**config.mk**
```make
export PLATFORM = sky130hd
export DESIGN_NAME = sobel_row_sequencer
export DESIGN_NICKNAME = d
export VERILOG_FILES = /design/src/rtl/sobel_row_sequencer.sv
export SDC_FILE = /design/constraint.sdc
export NUM_CORES = 1
export LEC_CHECK = 0
export ABC_AREA = 1
export CAP_MARGIN = 10
export CORE_ASPECT_RATIO = 0.7
export CORE_MARGIN = 1
export CORE_UTILIZATION = 50
export CTS_CLUSTER_SIZE = 40
export DETAILED_ROUTE_END_ITERATION = 6
export GPL_ROUTABILITY_DRIVEN = 1
export PLACE_DENSITY = 0.82
export SLEW_MARGIN = 20
export SYNTH_ARGS = -nofsm -noshare
export SYNTH_HDL_FRONTEND = slang
export SYNTH_SLANG_ARGS = --single-unit
```
**constraint.sdc**
```tcl
create_clock -name clk -period 7.95 [get_ports clk]
set_input_delay 0.795 -clock clk [delete_from_list [all_inputs] [get_ports clk]]
set_output_delay 0.795 -clock clk [all_outputs]
set_load 0.005 [all_outputs]
```
**src/rtl/sobel_row_sequencer.sv**
```systemverilog
// Walks an image in vertical strips NUM_ACC outputs wide: fetches row chunks top to bottom
// and, once three rows are resident, issues one masked result write per new row.
module sobel_row_sequencer #(
    parameter int NUM_ACC = 8,
    parameter int ADDR_W  = 32,
    parameter int DIM_W   = 16
) (
    input  logic               clk,
    input  logic               reset,
    input  logic               go,
    input  logic [DIM_W-1:0]   n_cols,
    input  logic [DIM_W-1:0]   n_rows,
    input  logic [ADDR_W-1:0]  in_base,
    input  logic [ADDR_W-1:0]  out_base,
    output logic               rd_req,
    output logic [ADDR_W-1:0]  rd_addr,
    input  logic               rd_gnt,
    input  logic               rd_valid,
    output logic               row_shift,
    output logic               wr_req,
    output logic [ADDR_W-1:0]  wr_addr,
    output logic [NUM_ACC-1:0] wr_be,
    input  logic               wr_gnt,
    output logic               busy,
    output logic               done
);
    // Column counter is wide enough to overshoot n_cols by one strip without wrapping.
    localparam int CW = DIM_W + $clog2(NUM_ACC + 1) + 1;

    typedef enum logic [2:0] {
        S_IDLE,
        S_READ,
        S_WAIT,
        S_WRITE,
        S_DONE
    } state_t;

    state_t             r_state;
    logic [DIM_W-1:0]   r_n_cols;
    logic [DIM_W-1:0]   r_n_rows;
    logic [ADDR_W-1:0]  r_in_base;
    logic [ADDR_W-1:0]  r_out_base;
    logic [CW-1:0]      r_col;
    logic [DIM_W-1:0]   r_row;
    logic [ADDR_W-1:0]  r_roff;
    logic [1:0]         r_rows_loaded;
    logic               r_rd_req;
    logic [ADDR_W-1:0]  r_rd_addr;
    logic               r_wr_req;
    logic [ADDR_W-1:0]  r_wr_addr;
    logic [NUM_ACC-1:0] r_wr_be;
    logic               r_busy;
    logic               r_done;

    logic [CW-1:0]      w_last_col;
    logic [CW-1:0]      w_next_col;
    logic [CW-1:0]      w_adv_col;
    logic [DIM_W-1:0]   w_adv_row;
    logic [ADDR_W-1:0]  w_adv_roff;
    logic [ADDR_W-1:0]  w_adv_rd_addr;
    logic [ADDR_W-1:0]  w_wr_addr;
    logic [NUM_ACC-1:0] w_wr_be;
    logic               w_row_last;
    logic               w_third_row;
    logic               w_do_advance;
    logic               w_adv_finish;

    // Last writable output column is n_cols-2; the captured n_cols is always >= 3 here.
    assign w_last_col    = CW'(r_n_cols) - CW'(2);
    assign w_next_col    = r_col + CW'(NUM_ACC);
    assign w_row_last    = (r_row == r_n_rows - DIM_W'(1));
    assign w_third_row   = (r_rows_loaded >= 2'd2);
    assign w_do_advance  = ((r_state == S_WAIT) && rd_valid && !w_third_row) ||
                           ((r_state == S_WRITE) && wr_gnt);

    assign w_adv_col     = w_row_last ? w_next_col : r_col;
    assign w_adv_row     = w_row_last ? '0 : r_row + DIM_W'(1);
    assign w_adv_roff    = w_row_last ? '0 : r_roff + ADDR_W'(r_n_cols);
    assign w_adv_finish  = w_row_last && (w_next_col >= w_last_col);
    assign w_adv_rd_addr = r_in_base + w_adv_roff + ADDR_W'(w_adv_col);
    assign w_wr_addr     = r_out_base + r_roff - ADDR_W'(r_n_cols) + ADDR_W'(r_col) + ADDR_W'(1);

    always_comb begin
        // NOTE: default assignment first so no bit of the mask can infer a latch.
        w_wr_be = '0;
        for (int k = 0; k < NUM_ACC; k++) begin
            w_wr_be[k] = ((r_col + CW'(k + 1)) <= w_last_col);
        end
    end

    always_ff @(posedge clk or posedge reset) begin
        if (reset) begin
            r_state       <= S_IDLE;
            r_n_cols      <= '0;
            r_n_rows      <= '0;
            r_in_base     <= '0;
            r_out_base    <= '0;
            r_col         <= '0;
            r_row         <= '0;
            r_roff        <= '0;
            r_rows_loaded <= '0;
            r_rd_req      <= 1'b0;
            r_rd_addr     <= '0;
            r_wr_req      <= 1'b0;
            r_wr_addr     <= '0;
            r_wr_be       <= '0;
            r_busy        <= 1'b0;
            r_done        <= 1'b0;
        end else begin
            case (r_state)
                S_IDLE: begin
                    if (go) begin
                        r_n_cols      <= n_cols;
                        r_n_rows      <= n_rows;
                        r_in_base     <= in_base;
                        r_out_base    <= out_base;
                        r_col         <= '0;
                        r_row         <= '0;
                        r_roff        <= '0;
                        r_rows_loaded <= '0;
                        r_busy        <= 1'b1;
                        if ((n_cols < DIM_W'(3)) || (n_rows < DIM_W'(3))) begin
                            r_state <= S_DONE;
                        end else begin
                            r_state   <= S_READ;
                            r_rd_req  <= 1'b1;
                            r_rd_addr <= in_base;
                        end
                    end
                end
                S_READ: begin
                    if (rd_gnt) begin
                        r_rd_req <= 1'b0;
                        r_state  <= S_WAIT;
                    end
                end
                S_WAIT: begin
                    if (rd_valid) begin
                        if (r_rows_loaded != 2'd3) begin
                            r_rows_loaded <= r_rows_loaded + 2'd1;
                        end
                        if (w_third_row) begin
                            r_state   <= S_WRITE;
                            r_wr_req  <= 1'b1;
                            r_wr_addr <= w_wr_addr;
                            r_wr_be   <= w_wr_be;
                        end
                    end
                end
                S_WRITE: begin
                    if (wr_gnt) begin
                        r_wr_req <= 1'b0;
                    end
                end
                S_DONE: begin
                    // First DONE cycle raises done; the second returns to IDLE.
                    if (!r_done) begin
                        r_done <= 1'b1;
                    end else begin
                        r_done  <= 1'b0;
                        r_busy  <= 1'b0;
                        r_state <= S_IDLE;
                    end
                end
                default: r_state <= S_IDLE;
            endcase

            // Shared step to the next row, or to the top of the next strip.
            if (w_do_advance) begin
                r_col  <= w_adv_col;
                r_row  <= w_adv_row;
                r_roff <= w_adv_roff;
                if (w_row_last) begin
                    r_rows_loaded <= '0;
                end
                if (w_adv_finish) begin
                    r_state <= S_DONE;
                end else begin
                    r_state   <= S_READ;
                    r_rd_req  <= 1'b1;
                    r_rd_addr <= w_adv_rd_addr;
                end
            end
        end
    end

    // NOTE: row_shift is decoded rather than registered so it lands in the rd_valid cycle itself.
    assign row_shift = (r_state == S_WAIT) && rd_valid;
    assign rd_req    = r_rd_req;
    assign rd_addr   = r_rd_addr;
    assign wr_req    = r_wr_req;
    assign wr_addr   = r_wr_addr;
    assign wr_be     = r_wr_be;
    assign busy      = r_busy;
    assign done      = r_done;
endmodule

```
Word level (Yosys, flattened, before mapping)
Cells that the tools add are included.

Add/subtract/negate cells: 19. Order comparisons: 12. Equal/unequal tests: 17. Mux-type cells: 46. Reductions and logical operators: 18.

Operators by type and width (count): 2-to-1 mux 32 bit (9); <= comparator 21 bit (8); adder 21 x 3 -> 21 bit (second input constant) (4); 2-to-1 mux 21 bit (4); adder 32 x 21 -> 32 bit (2); adder 32 bit (2); 2-to-1 mux 16 bit (4); adder 21 x 2 -> 21 bit (second input constant) (2); adder 32 x 1 -> 32 bit (second input constant) (1); adder 32 x 16 -> 32 bit (1); less-than comparator 16 x 2 -> 1 bit (second input constant) (2); subtractor 32 x 16 -> 32 bit (1); 2-to-1 mux 3 bit (8); adder 21 x 1 -> 21 bit (second input constant) (1); adder 21 x 4 -> 21 bit (second input constant) (1); >= comparator 21 bit (1); subtractor 16 x 2 -> 17 bit (second input constant) (1); adder 16 x 1 -> 16 bit (second input constant) (1); equality test 16 bit (1); subtractor 16 x 1 -> 16 bit (second input constant) (1); inequality test 3 bit (second input constant) (5); case mux 3 bit (5 select lines) (1); inequality test 2 bit (second input constant) (7); 2-to-1 mux 1 bit (11); 17 further kinds (33).

Bits in registers: 246. Input bits: 102. Output and inout bits: 77. Logic and storage cells: 128.

Depth between registers and ports, before layout
Word-level depth: 7. Gate-level depth with buffers: 31. Depth with buffers taken out: 30.

Worst setup path before layout
Ideal clock, no wire load.

Kind: register to register. From: reg r_n_rows[0]. To: reg r_rd_addr[29] (netlist: rd_addr[29]). Setup time: 0.121 ns. Arrival time: 4.158 ns. Required time: 7.829 ns. Slack: 3.671 ns. Cell stages (with the launch flop): 28. Path buffers: 1. Clock period less this slack: 4.279 ns. Path through: dfrtp_1 inv_2 ha_1 nand2_1 nor2_1 inv_1 nand2_1 nand2_1 nand2_1 nand2_1 nor3_2 nand2_4 buf_2 nand2_1 o21ai_0 fa_1 inv_1 ha_1 inv_1 o21ai_0 a21oi_1 o21ai_0 a21oi_1 or2_2 nand2_1 nand2_1 nand3_1 o21ai_1.

Cells in the longest elaborated chain, start to end: 7. Elaborated cells between the ends (all ways): 9. Those cells by class: add/sub (3); eq/ne (1); mux (4); reduce/logical (1).

RTL lines: from (decl) (line 40) `logic [DIM_W-1:0] r_n_rows;`; from (signal assigned) (line 114) `r_n_rows <= n_rows;`; subtractor 16 x 1 -> 16 bit * (line 71) `assign w_row_last = (r_row == r_n_rows - DIM_W'(1));`; equality test 16 bit * (line 71); 2-to-1 mux 32 bit (line 78) `assign w_adv_roff = w_row_last ? '0 : r_roff + ADDR_W'(r_n_cols);`; adder 32 bit (line 80) `assign w_adv_rd_addr = r_in_base + w_adv_roff + ADDR_W'(w_adv_col);`; adder 32 x 21 -> 32 bit (line 80); 2-to-1 mux 32 bit * (line 176) `if (w_adv_finish) begin`; 2-to-1 mux 32 bit * (line 169) `if (w_do_advance) begin`; to (signal assigned) (line 127) `r_rd_addr <= in_base;`; to (signal assigned) (line 181) `r_rd_addr <= w_adv_rd_addr;`; to (decl) (line 48) `logic [ADDR_W-1:0] r_rd_addr;`.

Every way passes the cells marked *; elsewhere a longest branch is shown, timed or not. A chain may end at the register's enable or synchronous reset.

Worst setup path after layout
Same ends and word-level chain as after synthesis.

==> flow_summary.json <==
{
  "hold_viol_final": 0,
  "grt_pass1_vias": 18230,
  "yosysSeqAreaShare_pct": 30.35,
  "final.fill_count": 3537,
  "clkTransAtPathRegs_ns": 0.06,
  "crit_arrival_ns": 5.98,
  "period_minus_slack_ns": 5.551,
  "r2r_slack_ns": 2.40,
  "cts_made_buffers": 27,
  "post-route-period-util_pct": 69.82,
  "cts.repair.resized": 0,
  "seqCellArea_mm2": 0.006081,
  "nets": 3194,
  "io_pins": 179,
  "rsz0062_at_grt": "false",
  "antenna_found_initial": 0,
  "cts_setup_buffers": 0,
  "grt_max_degree": 119,
  "slew_violations": 0,
  "synth-seq-cells": 243,
  "antennaDiodeCount": 0,
  "yosys_most_used_dff": "dfrtp_1",
  "critPathCaptureType": "flip-flop",
  "critical_path_class": "flip-flop to flip-flop",
  "clock-skew-final_ns": 0.01329,
  "grt_overflow_total": 0,
  "place_inst": 3357,
  "max_stage_delay_ns": 0.47,
  "synth_warnings": 0,
  "cpMostUsedCell": "nand2_1",
  "multiInputGateArea_mm2": 0.01198,
  "startpoint_type": "flip-flop",
  "die_area_mm2": 0.04089,
  "cts_sinks": 243,
  "clock_latency_ns": 0.57,
  "cp_slowest_cell": "o21ai_0",
  "layout.cells.non_filler": 3406,
  "detail_route.first_pass.iterations": 6,
  "root_buffer": "clkbuf_16",
  "synthArstFlopShare_pct": 100.0,
  "io_buffers": 178,
  "cp.required_ns": 8.38,
  "cap_viol_max_count": 0,
  "finish.utilization_pct": 59.19,
  "cp_max_fo": 55,
  "syn_area_per_cell_um2": 7.323,
  "min_path_type": "flip-flop to flip-flop",
  "htree_num_levels": 1,
  "start_util_pct": 51.43,
  "wl_um": 63830,
  "post-dp-hpwl_um": 50480,
  "rows": 60,
  "wl_per_cell_um": 18.74,
  "final_common_cell": "nand2_1",
  "ys_types": 59,
  "syn_to_final_growth_pct": 15.09,
  "slew_headroom_pct": 36.95,
  "cts_tree": "done",
  "die_x_um": 241.3,
  "route.detailed.drc": 0,
  "cts_hold_buf": 0,
  "die_height_um": 169.5,
  "clockBufferDepth": 3,
  "syn_inst": 2736,
  "via_per_inst": 5.686,
  "grt_first_pass_wirelength_um": 99170,
  "final_cell_mix": "659 x nand2_1, 407 x inv_1, 243 x dfrtp_1",
  "core_mm2": 0.03896,
  "place_congestion": 0.9962,
  "place_ws_ns": 2.581,
  "drive_gt1_share_pct": 3.925,
  "status": "finished, final reports clean",
  "dr_total_vias": 19370,
  "max_freq_mhz": 180.2,
  "grt_use_total_pct": 31.22,
  "drtIter0Drc": 2062,
  "netlist_area_mm2": 0.02004,
  "worstMarginPinSlew_ns": 0.9457,
  "syn_nets": 3071,
  "synth_edf_count": 0,
  "fin_ws_ns": 2.399,
  "antenna_left": 0,
  "finalSetupViolations": 0,
  "fin_tns_setup_ns": 0
}
[registers in the layout, summed over array words and instances (netlist names), 2 cells and up]
signal	cells
wr_be	8
r_in_base	32
wr_addr	32
rd_addr	32
r_row	16
r_n_cols	16
r_state	3
r_col	18
r_out_base	32
r_rows_loaded	2
r_roff	32
r_n_rows	16
[critical path: cells and delay by family, from the launching register on]
kind                     cells  cell delay (ns)
flip-flops                   1             0.43
buffers and inverters        4             0.63
AND/OR/NAND/NOR             15             1.96
AO/OA/AOI/OAI                5             1.34
adder cells (fa/ha/maj)      4             1.02
[final timing paths]
check                                 start          end  cells after the start
max in group asynchronous             reset    r_col[17]                      3
min in group asynchronous             reset     wr_be[0]                      2
worst min-delay path             wr_addr[4]   wr_addr[4]                      2
worst min register to register   wr_addr[4]   wr_addr[4]                      2
worst max register to register  r_n_rows[0]  rd_addr[29]                     28
worst max-delay path            r_n_rows[0]  rd_addr[29]                     28
[per-layer routing]
layer	global-route usage, %	vias up	wire length [µm]
li1	-	9134	-
met4	7.512	0	1566
met5	0	-	0
met3	6.295	99	6483
met2	44.47	910	26080
met1	47.86	9223	29690
[synth_stat cells (all sizes together), types with 6 or more instances]
| master | count | area, µm² |
|---|---|---|
| nor2 | 207 | 822.0 |
| clkbuf | 66 | 247.7 |
| xor2 | 71 | 621.9 |
| o21ai | 246 | 1231 |
| o22ai | 28 | 175.2 |
| nor4 | 13 | 81.33 |
| a2bb2oi | 6 | 52.55 |
| o21bai | 12 | 90.09 |
| nand2 | 666 | 2525 |
| mux2i | 10 | 100.1 |
| nor3 | 46 | 240.2 |
| buf | 27 | 162.7 |
| fa | 54 | 1081 |
| or2 | 27 | 168.9 |
| dfrtp | 243 | 6081 |
| xnor2 | 34 | 297.8 |
| nand3b | 8 | 60.06 |
| ha | 179 | 2240 |
| a21oi | 119 | 599.3 |
| o21a | 8 | 60.06 |
| inv | 416 | 1564 |
| o31ai | 8 | 60.06 |
| a31oi | 24 | 150.1 |
| nand4 | 44 | 275.3 |
| a21o | 14 | 105.1 |
| nand3 | 111 | 560.5 |
| o211ai | 13 | 97.59 |
[logic make-up after synthesis]
logic type	synth area share, %
buffers and inverters	9.873
XOR/XNOR	4.590
AO/OA/AOI/OAI	14.24
AND/OR/NAND/NOR	23.86
flip-flops	30.35
multiplexers	0.4996
other	0.01872
adder cells (fa/ha/maj)	16.57
[area by class of cell]
| cell class | instances | area share [%] |
|---|---|---|
| clock inverters | 13 | 0.6728 |
| repair buffers | 187 | 8.019 |
| multi-input cells | 1983 | 51.95 |
| inverters | 417 | 6.836 |
| clock buffers | 36 | 3.293 |
| flip-flops and latches | 243 | 26.37 |
| well taps | 527 | 2.859 |
[per-stage QoR]
stage / cell area, µm² / hold slack [ns]
floorplan: 20040 / 0.4528
global placement: 22150 / 0.4644
detailed placement: 22150 / 0.4695
CTS: 23060 / 0.4873
global route: 23060 / 0.5036
finish: 23060 / 0.4827
Power is not shown: default switching activity piles up to over one toggle a cycle in this logic, so the estimate is an artifact.
